File: src/rtl/multicycle_ctrl.sv
// multicycle_ctrl: multi-cycle sequencer for the RV32 core.
// Steps FETCH -> DECODE -> EXEC -> (MEM) -> (WB), latching one instruction per
// handshake into an internal IR and decoding strobes from state + IR only.
// Optional feature macro: ILLEGAL_TRAP_EN (unknown opcode traps until reset;
// when undefined, an unknown opcode retires as a NOP and illegal stays 0).
module multicycle_ctrl #(
    parameter int unsigned DATA_WIDTH  = 32,
    parameter int unsigned MEM_TIMEOUT = 15
) (
    input  logic                  clk,
    input  logic                  rst,
    input  logic                  en,
    input  logic                  instr_valid,
    output logic                  instr_ready,
    input  logic [DATA_WIDTH-1:0] instr,
    input  logic                  mem_ready,
    input  logic                  alu_zero,
    output logic [2:0]            ImmSrc,
    output logic                  imm_en,
    output logic                  alu_src_b,
    output logic [1:0]            result_src,
    output logic                  reg_write,
    output logic                  mem_read,
    output logic                  mem_write,
    output logic                  pc_write,
    output logic                  pc_src,
    output logic                  mem_err,
    output logic                  illegal
);

    localparam int unsigned CNT_W = (MEM_TIMEOUT > 0) ? $clog2(MEM_TIMEOUT + 1) : 1;

    localparam logic [6:0] OP_LOAD   = 7'b0000011;
    localparam logic [6:0] OP_ALUI   = 7'b0010011;
    localparam logic [6:0] OP_JALR   = 7'b1100111;
    localparam logic [6:0] OP_STORE  = 7'b0100011;
    localparam logic [6:0] OP_BRANCH = 7'b1100011;
    localparam logic [6:0] OP_JAL    = 7'b1101111;
    localparam logic [6:0] OP_LUI    = 7'b0110111;
    localparam logic [6:0] OP_AUIPC  = 7'b0010111;
    localparam logic [6:0] OP_RTYPE  = 7'b0110011;

    typedef enum logic [2:0] {
        S_FETCH,
        S_DECODE,
        S_EXEC,
        S_MEM,
        S_WB,
        S_TRAP
    } state_t;

    state_t                state_q, state_d;
    logic [DATA_WIDTH-1:0] ir_q, ir_d;
    logic [CNT_W-1:0]      cnt_q, cnt_d;

    logic       op_load, op_store, op_branch, op_jal, op_jalr, op_lui, op_known;
    logic [2:0] dec_imm_src;
    logic       dec_imm_en, dec_alu_b;
    logic       timeout_hit;

    // Register and funct fields other than funct3[0] belong to the datapath.
    logic unused_ir_bits;
    assign unused_ir_bits = ^{ir_q[DATA_WIDTH-1:13], ir_q[11:7]};

    assign timeout_hit = (MEM_TIMEOUT != 0) && (cnt_q == CNT_W'(MEM_TIMEOUT));

    // State, instruction register and memory-wait counter.
    always_ff @(posedge clk or posedge rst) begin
        if (rst) begin
            state_q <= S_FETCH;
            ir_q    <= '0;
            cnt_q   <= '0;
        end else begin
            state_q <= state_d;
            ir_q    <= ir_d;
            cnt_q   <= cnt_d;
        end
    end

    // Opcode decode of the latched instruction.
    always_comb begin
        op_load     = 1'b0;
        op_store    = 1'b0;
        op_branch   = 1'b0;
        op_jal      = 1'b0;
        op_jalr     = 1'b0;
        op_lui      = 1'b0;
        op_known    = 1'b1;
        dec_imm_src = 3'b000;
        dec_imm_en  = 1'b0;
        dec_alu_b   = 1'b0;
        case (ir_q[6:0])
            OP_LOAD:   begin op_load = 1'b1; dec_imm_en = 1'b1; dec_alu_b = 1'b1; end
            OP_ALUI:   begin dec_imm_en = 1'b1; dec_alu_b = 1'b1; end
            OP_JALR:   begin op_jalr = 1'b1; dec_imm_en = 1'b1; dec_alu_b = 1'b1; end
            OP_STORE:  begin op_store = 1'b1; dec_imm_src = 3'b001; dec_imm_en = 1'b1; dec_alu_b = 1'b1; end
            OP_BRANCH: begin op_branch = 1'b1; dec_imm_src = 3'b010; dec_imm_en = 1'b1; end
            OP_JAL:    begin op_jal = 1'b1; dec_imm_src = 3'b011; dec_imm_en = 1'b1; dec_alu_b = 1'b1; end
            OP_LUI:    begin op_lui = 1'b1; dec_imm_src = 3'b100; dec_imm_en = 1'b1; dec_alu_b = 1'b1; end
            OP_AUIPC:  begin dec_imm_src = 3'b100; dec_imm_en = 1'b1; dec_alu_b = 1'b1; end
            OP_RTYPE:  ;
            default:   op_known = 1'b0;
        endcase
    end

    // Next-state and output decode; en low freezes state and drops all strobes.
    always_comb begin
        state_d     = state_q;
        ir_d        = ir_q;
        cnt_d       = cnt_q;
        instr_ready = 1'b0;
        ImmSrc      = 3'b000;
        imm_en      = 1'b0;
        alu_src_b   = 1'b0;
        result_src  = 2'b00;
        reg_write   = 1'b0;
        mem_read    = 1'b0;
        mem_write   = 1'b0;
        pc_write    = 1'b0;
        pc_src      = 1'b0;
        mem_err     = 1'b0;
        illegal     = (state_q == S_TRAP);

        if (state_q != S_FETCH && state_q != S_TRAP) begin
            ImmSrc    = dec_imm_src;
            imm_en    = dec_imm_en;
            alu_src_b = dec_alu_b;
        end

        if (state_q == S_WB) begin
            if (op_load)                result_src = 2'b01;
            else if (op_jal || op_jalr) result_src = 2'b10;
            else if (op_lui)            result_src = 2'b11;
        end

        // rst gating keeps instr_ready low while the flops are held in reset
        if (en && !rst) begin
            case (state_q)
                S_FETCH: begin
                    instr_ready = 1'b1;
                    if (instr_valid) begin
                        ir_d    = instr;
                        state_d = S_DECODE;
                    end
                end
                S_DECODE: begin
                    state_d = S_EXEC;
`ifdef ILLEGAL_TRAP_EN
                    if (!op_known) state_d = S_TRAP;
`endif
                end
                S_EXEC: begin
                    if (op_load || op_store) begin
                        state_d = S_MEM;
                    end else if (op_branch) begin
                        pc_write = 1'b1;
                        pc_src   = alu_zero ^ ir_q[12];
                        state_d  = S_FETCH;
                    end else if (!op_known) begin
                        pc_write = 1'b1;
                        state_d  = S_FETCH;
                    end else begin
                        state_d = S_WB;
                    end
                end
                S_MEM: begin
                    mem_read  = op_load;
                    mem_write = op_store;
                    if (mem_ready) begin
                        cnt_d = '0;
                        if (op_load) begin
                            state_d = S_WB;
                        end else begin
                            pc_write = 1'b1;
                            state_d  = S_FETCH;
                        end
                    end else if (timeout_hit) begin
                        mem_err  = 1'b1;
                        pc_write = 1'b1;
                        cnt_d    = '0;
                        state_d  = S_FETCH;
                    end else if (MEM_TIMEOUT != 0) begin
                        cnt_d = cnt_q + CNT_W'(1);
                    end
                end
                S_WB: begin
                    reg_write = 1'b1;
                    pc_write  = 1'b1;
                    pc_src    = op_jal || op_jalr;
                    state_d   = S_FETCH;
                end
                S_TRAP: ;
                default: state_d = S_FETCH;
            endcase
        end
    end

endmodule

File: config.mk
export PLATFORM = sky130hd
export DESIGN_NAME = multicycle_ctrl
export DESIGN_NICKNAME = d
export VERILOG_FILES = /design/src/rtl/multicycle_ctrl.sv
export SDC_FILE = /design/constraint.sdc
export NUM_CORES = 1
export LEC_CHECK = 0
export ABC_AREA = 1
export BUFFER_PORTS_ARGS = -buffer_cell sky130_fd_sc_hd__buf_2
export CORE_MARGIN = 4
export CORE_UTILIZATION = 44
export CTS_CLUSTER_SIZE = 16
export DETAILED_ROUTE_END_ITERATION = 8
export GPL_ROUTABILITY_DRIVEN = 0
export HOLD_SLACK_MARGIN = 0.05
export PLACE_DENSITY = 0.78
export SYNTH_ARGS = -nofsm -noshare
export SYNTH_HDL_FRONTEND = slang
export SYNTH_SLANG_ARGS = --single-unit
File: constraint.sdc
create_clock -name clk -period 1.5 [get_ports clk]
set_input_delay 0.15 -clock clk [delete_from_list [all_inputs] [get_ports clk]]
set_output_delay 0.15 -clock clk [all_outputs]
set_load 0.02 [all_outputs]
# After elaboration in Yosys (flattened, before gate mapping)
# Index checks and enable logic that the tools add are counted.
# op_classes
multipliers,0
n_shift,0
n_div,0
eq_ne,18
order_cmp,0
addsub,1
muxes,50
bitwise,2
n_reduce_logical,14
# op_table
operator,n
$mux 1,32
$mux 3,8
$eq 7x6->1 const B,3
$eq 7x7->1 const B,3
$pmux 3 s5,1
$eq 7x5->1 const B,2
$pmux 3 s4,1
$reduce_or 9->1,1
$mux 2,4
$mux 4,2
$reduce_or 8->1,1
$eq 7x2->1 const B,1
$reduce_or 7->1,1
$eq 3x2->1 const B,2
$eq 3x3->1 const B,2
$ne 3x3->1 const B,2
$add 4x1->4 const B,1
$eq 4x4->1 const B,1
$reduce_and 4->1,1
$eq 3x1->1 const B,1
$logic_not 3->1,1
$pmux 1 s3,1
$reduce_and 3->1,1
$reduce_bool 3->1,1
9 further kinds,11
# word_totals
inputBits,38
ramBits,0
out_inout_bits,15
latch_bits,0
romBits,0
memories,0
elab_cells,88
regBits,20

# Longest topological paths before layout
# Gate-level depths: netlist of run 1.
# depth
word_depth,8
mapped_depth,11
ltp_nobuf,11

# Least setup slack after synthesis of run 1
# OpenSTA, ideal clock, no wires.
# synth_path
kind,input port to output port
startpoint,input rst
endpoint,output mem_err
path_stages,5
path_buffers,0
arrival_ns,1.543
path_slack_ns,-0.193
t_required_ns,1.350
cell_sequence,inv_1 nand2_1 nor2_1 inv_2 nor3_1
# synth_between
elab_chain_cells,3
# synth_rtl
item,line,source
from (decl),11,"input logic rst,"
$logic_not 1->1,137,if (en && !rst) begin
$logic_and 1x1->1,137,
$mux 1,137,
to (decl),27,"output logic mem_err,"
# Every way passes these cells.

# Final worst setup path of run 1
# layout_path
startpoint,register ir_q[4]
endpoint,output pc_src
# layout_between
elab_chain_cells,6
# layout_rtl
item,line,source
from (decl),53,"logic [DATA_WIDTH-1:0] ir_q, ir_d;"
from (signal assigned),75,ir_q <= ir_d;
$eq 7x7->1 (tied with other cells),92,case (ir_q[6:0])
$mux 1,92,
$mux 1 / $logic_or 1x1->1 (equally long branches),"155, 153",
$mux 1,153,if (op_load || op_store) begin
$pmux 1 s2 (*),138,case (state_q)
$mux 1 (*),137,
to (decl),26,"output logic pc_src,"
# Mark *: on every way between the ends. The rest lies on a longest branch, timed or not.

==> results of run 1 <==
worst min path at each step:
stage,slack [ps],end,cells after the start
final,50,ir_q[0],3
after detailed placement,230,ir_q[12],3
after floorplan,-20,cnt_q[0],1
after CTS,60,ir_q[0],3
after global routing,60,ir_q[0],3
after global placement,220,ir_q[12],3
placed cells by master (no fill, tap or decap), types with 2 or more instances in the layout:
master,Yosys,routed
sky130_fd_sc_hd__buf_4,0,36
sky130_fd_sc_hd__nand2_1,36,26
sky130_fd_sc_hd__buf_2,0,16
sky130_fd_sc_hd__dfrtp_1,15,13
sky130_fd_sc_hd__nor2_1,21,12
sky130_fd_sc_hd__nor2_4,2,11
sky130_fd_sc_hd__inv_2,5,8
sky130_fd_sc_hd__inv_1,16,8
sky130_fd_sc_hd__nand2_2,1,7
sky130_fd_sc_hd__o21ai_1,6,7
sky130_fd_sc_hd__buf_6,1,6
sky130_fd_sc_hd__nand2_4,2,5
sky130_fd_sc_hd__nor2_2,4,5
sky130_fd_sc_hd__nand3_2,1,5
sky130_fd_sc_hd__a21oi_2,0,5
sky130_fd_sc_hd__o21ai_0,7,5
sky130_fd_sc_hd__inv_4,0,3
sky130_fd_sc_hd__nand3_1,7,3
sky130_fd_sc_hd__a21oi_1,8,3
sky130_fd_sc_hd__clkbuf_4,0,3
sky130_fd_sc_hd__nor3_2,0,2
sky130_fd_sc_hd__o31ai_1,3,2
sky130_fd_sc_hd__nor3_4,0,2
sky130_fd_sc_hd__nand4_1,2,2
sky130_fd_sc_hd__dfrtp_2,0,2
metal layers:
layer | vias to the layer above | routed length (microns) | GRT usage [%] | share of wire [%]
met5 | - | 0 | 0 | 0
li1 | 611 | - | - | -
met4 | 0 | 119 | 9.492 | 3.1
met2 | 67 | 2128 | 36.39 | 56
met3 | 17 | 263 | 3.016 | 6.9
met1 | 629 | 1305 | 22.19 | 34
layout make-up:
class	instances	area, sq um	area share, %
Multi-Input combinational cell	112	769.5	44.44
Timing Repair Buffer	59	427.9	24.71
Sequential cell	15	377.9	21.82
Inverter	21	95.09	5.491
Tap cell	28	35.03	2.023
Clock buffer	4	26.28	1.517
cells by family after synthesis:
kind of cell	Yosys count	synth area share, %
compound gates	28	15.36
xor+xnor	1	0.8601
fa+ha+maj	1	1.228
buf+inv	22	8.846
flops	15	36.86
simple gates	81	36.86
metrics by stage:
step	total power (W)	setup WS, ps
floorplan	0.001298	-41.06
global placement	0.001620	-54.68
detailed placement	0.001664	-83.76
CTS	0.002207	-312.3
global route	0.002775	-468.3
finish	0.002625	-397.0
repair_timing:
| item | CTS | global route |
|---|---|---|
| endpoints found under the setup margin | 17 | 27 |
| pin swaps | 14 | 24 |
| buffers inserted | 5 | 5 |
| gates resized for setup | 34 | 52 |
| hold buffers | 1 | 0 |
| endpoints found under the hold margin | 15 | 0 |
| gates cloned | 1 | 0 |
power groups by stage:
stage               Sequential, W  Clock [W]  Combinational (W)
floorplan                0.000681          0           0.000616
global placement         0.000684          0           0.000937
detailed placement       0.000693          0           0.000971
CTS                      0.000691   0.000243            0.00127
global route             0.000769   0.000265            0.00174
finish                   0.000753   0.000245            0.00163
critical path, cell delays in order (launching register included):
cell and delay [ps]:
sky130_fd_sc_hd__dfrtp_1 410, sky130_fd_sc_hd__inv_2 130, sky130_fd_sc_hd__nand2_4 80, sky130_fd_sc_hd__nor2_4 110, sky130_fd_sc_hd__buf_4 130, sky130_fd_sc_hd__nand2_1 90
sky130_fd_sc_hd__nor2_1 150, sky130_fd_sc_hd__nand2_1 100, sky130_fd_sc_hd__o31ai_2 70, sky130_fd_sc_hd__buf_4 170
flip-flops by register name, indices dropped and copies added, names as in the netlist:
register,count
cnt_q,4
ir_q,8
state_q,3
==> flow_summary.json, run 1 <==
{
  "synth_seq_cells": 15,
  "placed_area_sq_mm": 0.001341,
  "max-cap-violations": 0,
  "final_layout_size_suffix_gt1_share_pct": 58.29,
  "reg_to_reg_endpoint": "state_q[0]",
  "finish.utilization_pct": 78.28,
  "drt_iter0_markers": 58,
  "grt_usage_pct": 19.91,
  "final_nets": 251,
  "drt_first_pass_iters": 4,
  "rows": 17,
  "setup.worst_path.start_class": "flop",
  "synth_top_flop_cell": "sky130_fd_sc_hd__dfrtp_1",
  "syn2layout_area_growth_pct": 70.02,
  "hold_viol": 0,
  "timing_startpoint_of_the_critical_path": "ir_q[4]",
  "fmaxAchievable_mhz": 527.1,
  "hold_class": "in2reg",
  "fillers": 164,
  "average_detailed_routed_wire_length_per_instance_microns": 15.97,
  "timing.setup.critical_path_class": "reg2out",
  "rrSetupSlack_ps": -80,
  "post_synth_inst_count": 148,
  "syn-num-nets": 187,
  "critical_path.endpoint": "pc_src",
  "core_area_sq_mm": 0.002212,
  "grt_setup_unrepaired": "true",
  "violations_in_the_final_reports": "negative setup slack",
  "fp.dieArea_sq_mm": 0.003148,
  "antenna_cells_inserted": 0,
  "pin_count": 53,
  "p_sw_w": 0.001237,
  "die-height_microns": 56.11,
  "crit_fanout": 5,
  "clkSinkCount": 15,
  "syn-cell-area_sq_mm": 0.001018,
  "final-setup-viol-count": 25,
  "vdd_drop_max_mv": 1.055,
  "finClkSkew_ps": 6.324,
  "tritoncts.num_buffers": 3,
  "synth_common_cells": "sky130_fd_sc_hd__nand2_1, sky130_fd_sc_hd__nor2_1, sky130_fd_sc_hd__inv_1",
  "final_critical_path_required_period_ps": 1897,
  "timing.final.crit_share_pct": 126.5,
  "yosys_warnings": 0,
  "worst_hold_startpoint": "instr[0]",
  "initial_core_util_pct": 46.04,
  "dieWidth_microns": 56.11,
  "clkTransAtPathRegs_ps": 100,
  "sequentialPowerShare_pct": 28.7,
  "clk_root_buffer_cell": "sky130_fd_sc_hd__clkbuf_4",
  "cts_buffer_depth": 2,
  "ys_types": 25,
  "cp_data_arrival_time_ps": 1750,
  "grt_pass1_vias": 1186,
  "stdcell_area_sq_mm": 0.001732,
  "layoutNonFillerInstCount": 239,
  "cts_tree": "done",
  "largest_net_degree_at_the_start_of_global_routing": 16,
  "fin_setup_tns_ps": -4247,
  "yosysTopAreaCell": "sky130_fd_sc_hd__dfrtp_1",
  "hold_slack_ps": 51.56,
  "synth_top_area_share_pct": 36.86,
  "most_area_consuming_cells_after_synthesis": "sky130_fd_sc_hd__dfrtp_1, sky130_fd_sc_hd__nand2_1, sky130_fd_sc_hd__nor2_1, sky130_fd_sc_hd__inv_1, sky130_fd_sc_hd__a21oi_1",
  "htreeDepth": 1,
  "drt-total-wl_microns": 3816,
  "setup.worst_path.end_class": "output pin",
  "number_of_vias_in_the_routed_layout": 1324,
  "fraction_of_registers_with_async_set_or_reset_after_synthesis_pct": 100.0,
  "antenna_found_initial": 0,
  "power_density_mw_per_mm2": 1516,
  "post-route-worst-setup-slack_ps": -397.0,
  "comb_power_share_pct": 62.0,
  "p_int_w": 0.001388,
  "switching_share_pct": 47.12,
  "drtAntennaViolNets": 0,
  "crit-reg2reg-launch": "ir_q[3]",
  "first_pass_grt_wire_length_microns": 5023,
  "numPlacedInstances": 223,
  "synth_most_common_cell": "sky130_fd_sc_hd__nand2_1",
  "synth_seq_area_share_pct": 36.86,
  "worst_max_slew_pin_slew_ps": 287.9,
  "power_leakage_nw": 0.8169,
  "slew_viol_final": 0,
  "routed_via_density": 5.540,
  "detailedPlacementHpwl_microns": 2095,
  "drc": 0,
  "avgSynthCellArea_sq_um": 6.882,
  "grt-ovfl-total": 0,
  "power_frac_clock_pct": 9.3,
  "critical_path_required_ps": 1350,
  "numPortBuffers": 28,
  "timing.max_slew.rel_slack_pct": 80.76,
  "outcome": "finished with violations",
  "reg2reg_depth": 8,
  "latest_clock_arrival_within_the_worst_skew_pair_ps": 290,
  "synth_enable_flop_cells": 0
}
Power figures use the tool's default switching activity.
==> run 2, diff against run 1 <==
Settings changed: PLACE_DENSITY 0.78 to 0.84.
==> run 2 against run 1 <==
  * The flow still finishes with violations (negative setup slack)
  * Sequential power is 3% lower
  * Critical path depth is 1 lower
  * Combinational power is 5% lower
  * Worst setup slack better by 15 ps
  * Clock-buffer cell count is 1 lower
  * Via count is 3.7% lower
  * Maximum frequency is 0.80% higher
  * Total power is 3.9% lower
  * Register-to-register slack better by 70 ps
  * Critical endpoint is now ImmSrc[0]
==> flow_summary.json, run 2 (synthesis results as in run 1) <==
{
  "p_int_w": 0.001328,
  "worst_max_slew_pin_slew_ps": 247.4,
  "crit_fanout": 4,
  "finClkSkew_ps": 5.113,
  "cp_data_arrival_time_ps": 1730,
  "violations_in_the_final_reports": "negative setup slack",
  "drtAntennaViolNets": 0,
  "drt_first_pass_iters": 4,
  "largest-register": "ir_q",
  "grt_setup_unrepaired": "true",
  "slew_viol_final": 0,
  "first_pass_grt_wire_length_microns": 5002,
  "power_leakage_nw": 0.8309,
  "detailedPlacementHpwl_microns": 2118,
  "finish.utilization_pct": 78.34,
  "die-height_microns": 56.11,
  "biggestRegsByFlops": "ir_q x8, cnt_q x4, state_q x3",
  "vdd_drop_max_mv": 1.145,
  "grt_pass1_vias": 1180,
  "switching_share_pct": 47.34,
  "fp.dieArea_sq_mm": 0.003148,
  "drc": 0,
  "post-route-worst-setup-slack_ps": -381.9,
  "numPortBuffers": 28,
  "final_nets": 253,
  "layoutNonFillerInstCount": 241,
  "tritoncts.num_buffers": 3,
  "rows": 17,
  "antenna_found_initial": 0,
  "p_sw_w": 0.001194,
  "rrSetupSlack_ps": -10,
  "max-cap-violations": 0,
  "cts_tree": "done",
  "initial_core_util_pct": 46.04,
  "power_frac_clock_pct": 9.7,
  "pin_count": 53,
  "syn2layout_area_growth_pct": 70.15,
  "comb_power_share_pct": 61.3,
  "drt_iter0_markers": 33,
  "clkTransAtPathRegs_ps": 90,
  "power_density_mw_per_mm2": 1456,
  "final-setup-viol-count": 14,
  "setup.worst_path.start_class": "flop",
  "final_layout_size_suffix_gt1_share_pct": 57.75,
  "latest_clock_arrival_within_the_worst_skew_pair_ps": 300,
  "timing.max_slew.rel_slack_pct": 83.37,
  "numPlacedInstances": 222,
  "drt-total-wl_microns": 3442,
  "timing.final.crit_share_pct": 125.5,
  "routed_via_density": 5.290,
  "hold_viol": 0,
  "critical_path_required_ps": 1350,
  "timing.setup.critical_path_class": "reg2out",
  "number_of_vias_in_the_routed_layout": 1275,
  "fin_setup_tns_ps": -3666,
  "hold_class": "in2reg",
  "htreeDepth": 1,
  "cts_buffer_depth": 2,
  "core_area_sq_mm": 0.002212,
  "average_detailed_routed_wire_length_per_instance_microns": 14.28,
  "layout.cells.most_common_list": "sky130_fd_sc_hd__buf_4, sky130_fd_sc_hd__nand2_1, sky130_fd_sc_hd__buf_2",
  "clk_root_buffer_cell": "sky130_fd_sc_hd__clkbuf_4",
  "dieWidth_microns": 56.11,
  "most_common_cell_after_layout_fill_and_taps_aside": "sky130_fd_sc_hd__buf_4",
  "largest_net_degree_at_the_start_of_global_routing": 10,
  "grt_usage_pct": 20.08,
  "sequentialPowerShare_pct": 29.1,
  "final_critical_path_required_period_ps": 1882,
  "outcome": "finished with violations",
  "fillers": 154,
  "grt-ovfl-total": 0,
  "clkSinkCount": 15,
  "setup.worst_path.end_class": "output pin",
  "largest_register_ffs": 8,
  "fmaxAchievable_mhz": 531.4,
  "antenna_cells_inserted": 0
}
-- run 2: cell count changes in the layout (fill, tap and decap cells not counted), moves of 2 or more --
cell,previous run,this run
sky130_fd_sc_hd__nor2_1,12,7
sky130_fd_sc_hd__nand2_1,26,29
sky130_fd_sc_hd__nand2_2,7,4
sky130_fd_sc_hd__inv_4,3,0
sky130_fd_sc_hd__buf_6,6,8
sky130_fd_sc_hd__inv_2,8,10
sky130_fd_sc_hd__nor2_2,5,9
sky130_fd_sc_hd__o21ai_0,5,7
-- run 2: worst paths after layout --
check                      depth (start not counted)          to     start
max                                                8   ImmSrc[0]   ir_q[4]
min                                                3     ir_q[1]  instr[1]
max reg2reg                                       10  state_q[0]   ir_q[4]
min reg2reg                                        2     ir_q[1]   ir_q[1]
max in group asynchronous                          4  state_q[0]       rst
min in group asynchronous                          4    cnt_q[1]       rst
-- run 2: metal layers --
metal  wire length (microns)  vias up  GRT usage (%)
met3                     255       21          4.872
met4                     169        0          10.51
met5                       0        -              0
met2                    1709       65          35.23
li1                        -      618              -
met1                    1307      571          22.11
-- run 2: repair_timing --
action	4_1_cts	5_1_grt
resized for setup	52	28
setup endpoints to repair	21	26
pin swaps	15	13
hold buffers	1	0
gates cloned	1	0
buffers inserted	6	7
endpoints found under the hold margin	15	0
-- run 2: final cells by class --
class	instances	area, sq um	area share, %
Inverter	21	87.58	5.054
Multi-Input combinational cell	112	755.7	43.61
Clock inverter	1	5.005	0.2888
Timing Repair Buffer	61	450.4	25.99
Tap cell	28	35.03	2.022
Clock buffer	3	22.52	1.300
Sequential cell	15	376.6	21.73
-- run 2: metrics by stage --
stage	hold WS (ps)	area, sq um	setup slack, ps	total power (W)
global placement	203.2	1334	-45.43	0.001620
finish	46.18	1733	-381.9	0.002522
global route	59.47	1733	-452.4	0.002672
floorplan	-16.65	1027	-41.06	0.001298
CTS	54.97	1585	-302.3	0.002267
detailed placement	207.4	1334	-141.8	0.001674
-- run 2: power groups by stage --
stage | Clock (W) | Combinational [W] | Sequential (W)
after detailed placement | 0 | 0.000985 | 0.000689
after global routing | 0.000264 | 0.00166 | 0.000744
after global placement | 0 | 0.000943 | 0.000677
after CTS | 0.000238 | 0.00132 | 0.000705
after floorplan | 0 | 0.000616 | 0.000681
final | 0.000244 | 0.00155 | 0.000733
-- run 2: critical path: stages (launching register included) --
cell and delay (ps):
sky130_fd_sc_hd__dfrtp_1 400, sky130_fd_sc_hd__inv_2 120, sky130_fd_sc_hd__nand2_2 90, sky130_fd_sc_hd__nor2_4 110
sky130_fd_sc_hd__buf_4 130, sky130_fd_sc_hd__buf_6 80, sky130_fd_sc_hd__nand4_1 140, sky130_fd_sc_hd__a21oi_2 200
sky130_fd_sc_hd__buf_4 160
